File: src/rtl/riscv_fetch_ctrl.sv
// Instruction-fetch sequencer: owns the PC, issues one outstanding imem request at a time,
// fills the IF/ID slot and squashes stale fetches on redirect. Option: FETCH_MISALIGN_TRAP_EN.
module riscv_fetch_ctrl #(
  parameter logic [31:0] RESET_PC = 32'h0000_0000
) (
  input  logic        clk,
  input  logic        rst,
  input  logic        stall_i,
  input  logic        redirect_i,
  input  logic [31:0] redirect_pc_i,
  output logic        imem_req_o,
  output logic [31:0] imem_addr_o,
  input  logic        imem_gnt_i,
  input  logic        imem_rvalid_i,
  input  logic [31:0] imem_rdata_i,
  output logic        if_valid_o,
  output logic [31:0] if_pc_o,
  output logic [31:0] if_inst_o,
  output logic        flush_o
`ifdef FETCH_MISALIGN_TRAP_EN
  ,
  output logic        misalign_o
`endif
);

  typedef enum logic [1:0] {
    ST_REQ  = 2'd0,
    ST_WAIT = 2'd1,
    ST_DROP = 2'd2
  } state_t;

  state_t      state_reg;
  state_t      state_next;
  logic [31:0] pc_reg;
  logic [31:0] pend_pc_reg;
  logic        if_valid_reg;
  logic [31:0] if_pc_reg;
  logic [31:0] if_inst_reg;
  logic [31:0] target_pc;
  logic        slot_free;
  logic        fire;
  logic        rsp_take;

  // A grant is only possible while the slot is free, so a WAIT response always finds it empty.
  assign slot_free = !if_valid_reg || !stall_i;
  assign fire      = imem_req_o && imem_gnt_i;
  assign rsp_take  = (state_reg == ST_WAIT) && imem_rvalid_i && !redirect_i;

`ifdef FETCH_MISALIGN_TRAP_EN
  assign target_pc = {redirect_pc_i[31:2], 2'b00};
`else
  assign target_pc = redirect_pc_i;
`endif

  always_ff @(posedge clk or posedge rst) begin
    if (rst) begin
      state_reg <= ST_REQ;
    end else begin
      state_reg <= state_next;
    end
  end

  always_comb begin
    state_next = state_reg;
    case (state_reg)
      ST_REQ: begin
        if (fire) begin
          state_next = redirect_i ? ST_DROP : ST_WAIT;
        end
      end
      ST_WAIT: begin
        if (imem_rvalid_i) begin
          state_next = ST_REQ;
        end else if (redirect_i) begin
          state_next = ST_DROP;
        end
      end
      ST_DROP: begin
        if (imem_rvalid_i) begin
          state_next = ST_REQ;
        end
      end
      default: state_next = ST_REQ;
    endcase
  end

  always_comb begin
    imem_req_o = !rst && (state_reg == ST_REQ) && slot_free;
    flush_o    = redirect_i;
  end

  always_ff @(posedge clk or posedge rst) begin
    if (rst) begin
      pc_reg      <= RESET_PC;
      pend_pc_reg <= '0;
    end else if (redirect_i) begin
      pc_reg <= target_pc;
    end else if (fire) begin
      pend_pc_reg <= pc_reg;
      pc_reg      <= pc_reg + 32'd4;
    end
  end

  always_ff @(posedge clk or posedge rst) begin
    if (rst) begin
      if_valid_reg <= 1'b0;
      if_pc_reg    <= '0;
      if_inst_reg  <= '0;
    end else if (redirect_i) begin
      if_valid_reg <= 1'b0;
    end else if (rsp_take) begin
      if_valid_reg <= 1'b1;
      if_pc_reg    <= pend_pc_reg;
      if_inst_reg  <= imem_rdata_i;
    end else if (if_valid_reg && !stall_i) begin
      if_valid_reg <= 1'b0;
    end
  end

`ifdef FETCH_MISALIGN_TRAP_EN
  logic misalign_reg;

  always_ff @(posedge clk or posedge rst) begin
    if (rst) begin
      misalign_reg <= 1'b0;
    end else begin
      misalign_reg <= redirect_i && (redirect_pc_i[1:0] != 2'b00);
    end
  end

  assign misalign_o = misalign_reg;
`endif

  assign imem_addr_o = pc_reg;
  assign if_valid_o  = if_valid_reg;
  assign if_pc_o     = if_pc_reg;
  assign if_inst_o   = if_inst_reg;

endmodule

File: config.mk
export PLATFORM = sky130hd
export DESIGN_NAME = riscv_fetch_ctrl
export DESIGN_NICKNAME = d
export VERILOG_FILES = /design/src/rtl/riscv_fetch_ctrl.sv
export SDC_FILE = /design/constraint.sdc
export NUM_CORES = 1
export LEC_CHECK = 0
export CAP_MARGIN = 0
export CELL_PAD_IN_SITES_DETAIL_PLACEMENT = 1
export CELL_PAD_IN_SITES_GLOBAL_PLACEMENT = 2
export CORE_MARGIN = 2
export CORE_UTILIZATION = 30
export DETAILED_ROUTE_END_ITERATION = 12
export PLACE_DENSITY_LB_ADDON = 0.1
export SLEW_MARGIN = 20
export SYNTH_ARGS = -nofsm -noshare
export SYNTH_HDL_FRONTEND = slang
export SYNTH_SLANG_ARGS = --single-unit
File: constraint.sdc
create_clock -name clk -period 6.9 [get_ports clk]
set_input_delay 2.07 -clock clk [delete_from_list [all_inputs] [get_ports clk]]
set_output_delay 2.07 -clock clk [all_outputs]
set_load 0.005 [all_outputs]
### Word-level counts from Yosys, hierarchy flattened

Index checks and enable logic that the tools add are counted.

* flip-flop bits (word level): 131
* input bits: 70
* output and inout bits: 99
* word-level logic and storage cells: 41

* add/sub/neg operators: 1
* eq/ne operators: 5
* mux-type cells: 11
* bitwise gates (word level): 1
* reductions and logical operators: 17

Operators with widths (number)
* 32-bit two-way mux: 2
* 32-bit by 3-bit adder with 32-bit output (second input constant): 1
* 2-bit two-way mux: 5
* 1-bit logical AND: 6
* 2-bit case mux with 3 select lines: 1
* 1-bit zero test: 4
* 2-bit != test (second input constant): 2
* 2-bit AND reduction: 2
* 1-bit two-way mux: 3
* 3-bit != test (second input constant): 1
* 3-bit AND reduction: 1
* 3-bit nonzero test: 1
* 2-bit by 1-bit == test with 1-bit output (second input constant): 1
* 2-bit == test (second input constant): 1
* 2-bit zero test: 1
* 2-bit nonzero test: 1
* 1-bit logical OR: 1
* 1-bit NOT: 1

### Logic depth before layout (Yosys ltp)

Gate-level depths: netlist of run 1.

* depth after elaboration: 6
* mapped depth: 6
* gate-level depth less buffers: 5

### Least setup slack after synthesis of run 1

OpenSTA, ideal clock, no wires.

* path kind: input to output
* start: in stall_i
* end: out imem_req_o
* arrival time: 2.818 ns
* required time: 4.830 ns
* path slack: 2.012 ns
* stages on the path: 3
* path buffers: 1
* cell sequence: a2111o_1 -> inv_1 -> buf_2

* longest elaborated chain between the ends: 3

RTL lines
* start, declared: line 8 `input logic stall_i,`
* 1-bit zero test: line 45 `assign slot_free = !if_valid_reg || !stall_i;`
* 1-bit logical OR: line 45
* 1-bit logical AND: line 88 `imem_req_o = !rst && (state_reg == ST_REQ) && slot_free;`
* end, declared: line 11 `output logic imem_req_o,`

Every way passes these cells.

### Worst setup path after layout of run 1

Ends and elaborated chain as after synthesis.

==> results of run 1 <==
==> power breakdown <==
group / internal (mW) / leakage [nW] / switching, mW
Clock: 0.455 / 0.251 / 0.339
Combinational: 0.504 / 1.39 / 0.216
Sequential: 1.00 / 1.59 / 0.134
Total: 1.96 / 3.23 / 0.689
==> critical path, delay by kind of cell <==
| family | cells | cell delay, ns |
|---|---|---|
| buffers and inverters | 3 | 1.40 |
| AO/OA/AOI/OAI | 1 | 0.55 |
==> routing by layer <==
metal	global-route usage	up-vias	routed length, um
li1	-	1923	-
met1	0.202	2112	6680
met2	0.269	108	7320
met3	0.0602	8	1040
met4	0.0383	0	119
met5	0	-	0
==> final cells by class <==
cell class / instances / area [um2]
Clock buffer: 18 / 429
Clock inverter: 14 / 91.3
Fill cell: 1884 / 10100
Inverter: 5 / 23.8
Multi-Input combinational cell: 273 / 2150
Sequential cell: 131 / 3280
Tap cell: 229 / 287
Timing Repair Buffer: 171 / 1700
==> worst paths after layout <==
path,end,startpoint,depth (start not counted),slack [ns]
worst max-delay path,imem_req_o,stall_i,4,0.82
worst min-delay path,pend_pc_reg[20]$_DFFE_PP0P_,pend_pc_reg[20]$_DFFE_PP0P_,2,0.49
worst max register to register,pend_pc_reg[30]$_DFFE_PP0P_,state_reg[1]$_DFFE_PP0P_,4,4.02
worst min register to register,pend_pc_reg[20]$_DFFE_PP0P_,pend_pc_reg[20]$_DFFE_PP0P_,2,0.49
max in group asynchronous,imem_addr_o[12]$_DFFE_PP0P_,rst,3,3.57
min in group asynchronous,imem_addr_o[4]$_DFFE_PP0P_,rst,2,2.29
==> cell families after synthesis <==
kind of cell,Yosys count,share of synthesized area
XOR/XNOR,8,0.0126
multiplexers,97,0.196
flip-flops,131,0.590
buffers and inverters,32,0.0241
adder cells (fa/ha/maj),1,0.00225
AO/OA/AOI/OAI,59,0.0687
AND/OR/NAND/NOR,108,0.106
==> cell usage in the layout (no fill, tap or decap), types with 3 or more instances in the layout <==
master	instances
clkinvlp_4	4
nor2b_1	4
nand4_1	12
buf_4	3
nand3_1	11
inv_1	4
o211ai_1	3
clkinv_2	7
clkbuf_16	17
and2_1	3
and3_1	4
or4_1	12
o21ai_0	17
and4_1	3
or3_1	11
clkdlybuf4s50_1	168
nor2_1	17
dfrtp_1	131
mux2_2	96
xor2_1	7
a31oi_1	17
o31ai_1	12
nand2_1	24
==> per-stage QoR <==
stage               std cells  setup slack [ns]  power [mW]
detailed placement        809             0.836        1.89
finish                    841             0.818        2.65
CTS                       841             0.829        2.70
floorplan                 436              1.33        1.40
global route              841             0.735        2.82
global placement          809             0.884        1.86
==> flow_summary.yaml, run 1 <==
floorplanning:
  dieArea_um2: 19600
  initial_utilization: 0.307
  design.core.area_um2: 18100
  io_pins: 169
  fp-row-count: 49
  die_h_um: 140
  die_w_um: 140
logic_synthesis:
  yosys.area.top_type: "dfrtp_1"
  synth_edf_count: 0
  synthCells: 436
  synthArstFlopShare: 1.00
  synth_common_cells: "131 x dfrtp_1, 96 x mux2_2, 24 x nand2_1"
  yosys_register_bits: 131
  synth_cell_types: 37
  post-synth-top-count-cell: "dfrtp_1"
  syn_area_per_cell_um2: 12.7
  ys_warn_count: 0
  synth_top_area_share: 0.590
  synth_area_um2: 5560
  synth_top_flop_cell: "dfrtp_1"
  synth.area.top_cells: "dfrtp_1 59%, mux2_2 19%, a31oi_1 1.9%"
  synth-seq-area-share: 0.590
  syn_nets: 507
worst_setup_path:
  worstPathRequired_ns: 4.83
  max_stage_delay_ns: 0.59
  startpoint_type: "input pin"
  endpoint_kind: "primary output"
  crit_fanout: 12
  cp.arrival_ns: 4.01
  worstSetupPathType: "input pin to primary output"
  crit_top_cell: "clkdlybuf4s50_1"
  critPathSlowestCell: "clkdlybuf4s50_1"
  cp_cell_sequence: "clkdlybuf4s50_1 > a2111o_1 > inv_1 > clkdlybuf4s50_1"
placed_design:
  place_area_um2: 7450
  portBuffers: 168
  post-dp-hpwl_um: 10400
  place_congestion: 0.719
layout:
  nets: 670
  final_core_util: 0.441
  antennaDiodeCount: 0
  syn2layout_area_growth_pct: 43.4
  drive_above_1_share: 0.221
  finalInstanceArea_um2: 7970
route:
  vias: 4151
  drc: 7
  finalWirelength_um: 15200
  drt_pass1_iterations: 10
  antenna_left: 0
  drt_iter0_markers: 146
  viasPerCell: 4.94
  wire_per_inst_um: 18.0
sta:
  tightest_slew_ns: 1.04
  fmax_mhz: 164
  setup-tns-final_ns: 0
  rsz0062_at_grt: "false"
  fin_hold_ws_ns: 0.495
  slew_headroom: 0.304
  fin_skew_ns: 0.00681
  slew_violations: 0
  final_hold_viol_count: 0
  finalCritPeriodShare: 0.881
  fin_crit_ns: 6.08
  setup_viol: 0
clocking:
  numCtsBuffers: 17
  cts_hold_buf: 0
  ctsResizeCount: 0
  cts_tree: "yes"
  cts.clk_slew.worst_paths_ns: 0.06
  cts_setup_buffers: 0
  clock_path_buffers: 2
  cts_root_buffer: "clkbuf_16"
  clkSinkCount: 131
  htreeDepth: 4
  clk_latency_ns: 0.41
grt:
  grt_pass1_vias: 4527
  grt_max_degree: 95
  grt_util_all_layers: 0.162
  grt_overflow: 0
  antenna_found_initial: 0
  grt_pass1_wl_um: 24700
run_status:
  outcome: "finished with violations"
  violations: "design-rule violations"
power:
  ir_worst_vdd_mv: 0.168
  p_leak_nw: 3.23
  power.density_nw_per_um2: 333
min_path:
  min_path_type: "register to register"
run:
  drv_cap: 0
Power figures use the tool's default switching activity.
==> run 2: changes to the inputs <==
--- a/config.mk
+++ b/config.mk
@@ -5,11 +5,12 @@
 export SDC_FILE = /design/constraint.sdc
 export NUM_CORES = 1
 export LEC_CHECK = 0
+export ABC_AREA = 1
 export CAP_MARGIN = 0
 export CELL_PAD_IN_SITES_DETAIL_PLACEMENT = 1
 export CELL_PAD_IN_SITES_GLOBAL_PLACEMENT = 2
 export CORE_MARGIN = 2
-export CORE_UTILIZATION = 30
+export CORE_UTILIZATION = 29
 export DETAILED_ROUTE_END_ITERATION = 12
 export PLACE_DENSITY_LB_ADDON = 0.1
 export SLEW_MARGIN = 20
==> flow_summary.yaml, run 2 <==
run_status:
  outcome: "finished, final reports clean"
route:
  finalWirelength_um: 18100
  antenna_left: 0
  vias: 5022
  drc: 0
  viasPerCell: 4.46
  drt_pass1_iterations: 4
  drt_iter0_markers: 182
  wire_per_inst_um: 16.1
power:
  combPwrFrac: 0.302
  internal_power_mw: 2.15
  swShare: 0.282
  clkPwrFrac: 0.294
  p_switching_uw: 844
  ir_worst_vdd_mv: 0.117
  p_leak_nw: 4.11
  seqPwrFrac: 0.405
  power.density_nw_per_um2: 345
logic_synthesis:
  synth_cell_types: 27
  synthArstFlopShare: 1.00
  post-synth-top-count-cell: "nand2_1"
  syn_nets: 746
  synth-seq-area-share: 0.525
  yosys_register_bits: 131
  synth_top_flop_cell: "dfrtp_1"
  synth_common_cells: "224 x nand2_1, 131 x dfrtp_1, 72 x inv_1"
  syn_area_per_cell_um2: 9.25
  synth_area_um2: 6240
  synthCells: 675
  synth.area.top_cells: "dfrtp_1 53%, nand2_1 13%, mux2_4 10%"
  synth_top_area_share: 0.525
  synth_edf_count: 0
  ys_warn_count: 0
  yosys.area.top_type: "dfrtp_1"
worst_setup_path:
  cp.arrival_ns: 3.30
  reg2reg_slack_ns: 4.17
  crit_fanout: 2
  r2r-end: "pend_pc_reg[6]$_DFFE_PP0P_"
  startpoint_type: "input pin"
  worstPathRequired_ns: 4.83
  worstSetupPathType: "input pin to primary output"
  reg2reg_depth: 8
  reg2reg_from: "state_reg[0]$_DFFE_PP0P_"
  endpoint_kind: "primary output"
clocking:
  ctsResizeCount: 0
  cts.clk_slew.worst_paths_ns: 0.05
  cts_hold_buf: 0
  clk_latency_ns: 0.41
  clock_path_buffers: 2
  cts_tree: "yes"
  cts_setup_buffers: 0
  clkSinkCount: 131
  cts_root_buffer: "clkbuf_16"
  numCtsBuffers: 17
  htreeDepth: 4
grt:
  grt_util_all_layers: 0.167
  grt_max_degree: 84
  grt_overflow: 0
  grt_pass1_wl_um: 29400
  grt_pass1_vias: 5543
  antenna_found_initial: 0
min_path:
  min-delay-start: "if_pc_o[11]$_DFFE_PP0P_"
  worstHoldEndpoint: "if_pc_o[11]$_DFFE_PP0P_"
  min_path_cells: 2
  min_path_type: "register to register"
layout:
  antennaDiodeCount: 0
  syn2layout_area_growth_pct: 38.8
  n_fill_cell: 2450
  fin_cells: 1126
  final_cell_mix: "224 x nand2_1, 168 x clkdlybuf4s50_1, 131 x dfrtp_1"
  seqCellArea_um2: 3280
  multi_input_area_um2: 2480
  final_common_cell: "nand2_1"
  nets: 909
  drive_above_1_share: 0.116
sta:
  slew_violations: 0
  slew_headroom: 0.388
  setup-tns-final_ns: 0
  rsz0062_at_grt: "false"
  fin_skew_ns: 0.00667
  fin_crit_ns: 5.37
  fmax_mhz: 186
  finalCritPeriodShare: 0.778
  setup_viol: 0
  final_hold_viol_count: 0
  tightest_slew_ns: 0.916
placed_design:
  dp_cells: 1094
  post-dp-hpwl_um: 13000
  place_congestion: 0.770
  portBuffers: 168
floorplanning:
  io_pins: 169
  die_w_um: 151
  initial_utilization: 0.296
  design.core.area_um2: 21100
  dieArea_um2: 22700
  die_h_um: 151
  fp-row-count: 53
run:
  drv_cap: 0
==> run 2: cell count changes in the layout (fill, tap and decap cells not counted), sizes merged, moves of 17 or more <==
cell / before / now
inv: 6 / 75
nand3: 12 / 41
nor2: 17 / 41
o21ai: 17 / 60
nand2: 24 / 227
a31oi: 17 / 0
mux2: 96 / 46
==> run 2: through the flow <==
step	util	hold slack, ns	worst slack, ns	area [um2]	power [mW]
final	0.411	0.486	1.53	8660	2.99
after global routing	0.411	0.513	1.47	8660	3.18
after CTS	0.411	0.494	1.52	8660	3.04
after detailed placement	0.384	0.479	1.54	8090	2.15
after global placement	0.384	0.467	1.57	8090	2.11
after floorplan	-	0.455	1.33	6240	1.60
==> run 2: how the worst max path moves through the flow <==
| stage | start | end | slack (ns) | cells after the start |
|---|---|---|---|---|
| 3_3_place_gp | stall_i | imem_req_o | 1.57 | 5 |
| 6_report | stall_i | imem_req_o | 1.53 | 5 |
| 5_1_grt | stall_i | imem_req_o | 1.47 | 5 |
| 3_5_place_dp | stall_i | imem_req_o | 1.54 | 5 |
| 4_1_cts | stall_i | imem_req_o | 1.52 | 5 |
| 2_1_floorplan | rst | if_inst_o[0]$_DFFE_PP0P_ | 1.33 | 1 |
==> run 2: logic make-up (layout without fill, tap and decap cells) <==
family	Yosys count	in the layout	synth area share
DFF	131	131	0.525
xor gates and xnor gates	15	15	0.0210
AOI/OAI and AO/OA	68	68	0.0573
and+or+nand+nor	312	312	0.206
buffers and inverters	102	278	0.0792
muxes	46	46	0.109
adders and majority gates	1	1	0.00200
==> run 2: area by class of cell <==
class,count,area share
Clock buffer,19,0.0500
Clock inverter,13,0.0157
Inverter,74,0.0326
Multi-Input combinational cell,442,0.286
Sequential cell,131,0.378
Tap cell,275,0.0397
Timing Repair Buffer,172,0.198
==> run 2: layer usage <==
layer  vias to the layer above  global-route usage  share of wire
met3                        13              0.0348          0.045
met2                       114               0.289           0.49
met4                         0              0.0491          0.010
met5                         -                   0              0
li1                       2436                   -              -
met1                      2459               0.212           0.46
==> run 2: power groups by stage <==
| stage | Combinational, mW | Clock [mW] | Sequential [mW] |
|---|---|---|---|
| 6_report | 0.902 | 0.878 | 1.21 |
| 5_1_grt | 1.00 | 0.934 | 1.25 |
| 4_1_cts | 0.924 | 0.903 | 1.22 |
| 3_5_place_dp | 0.916 | 0 | 1.23 |
| 3_3_place_gp | 0.897 | 0 | 1.21 |
| 2_1_floorplan | 0.396 | 0 | 1.20 |
==> run 2: worst max-delay path, stage by stage <==
cell	delay, ns
clkdlybuf4s50_1	0.40
nand2_1	0.11
nand3_2	0.10
nor2_4	0.10
clkdlybuf4s50_1	0.51
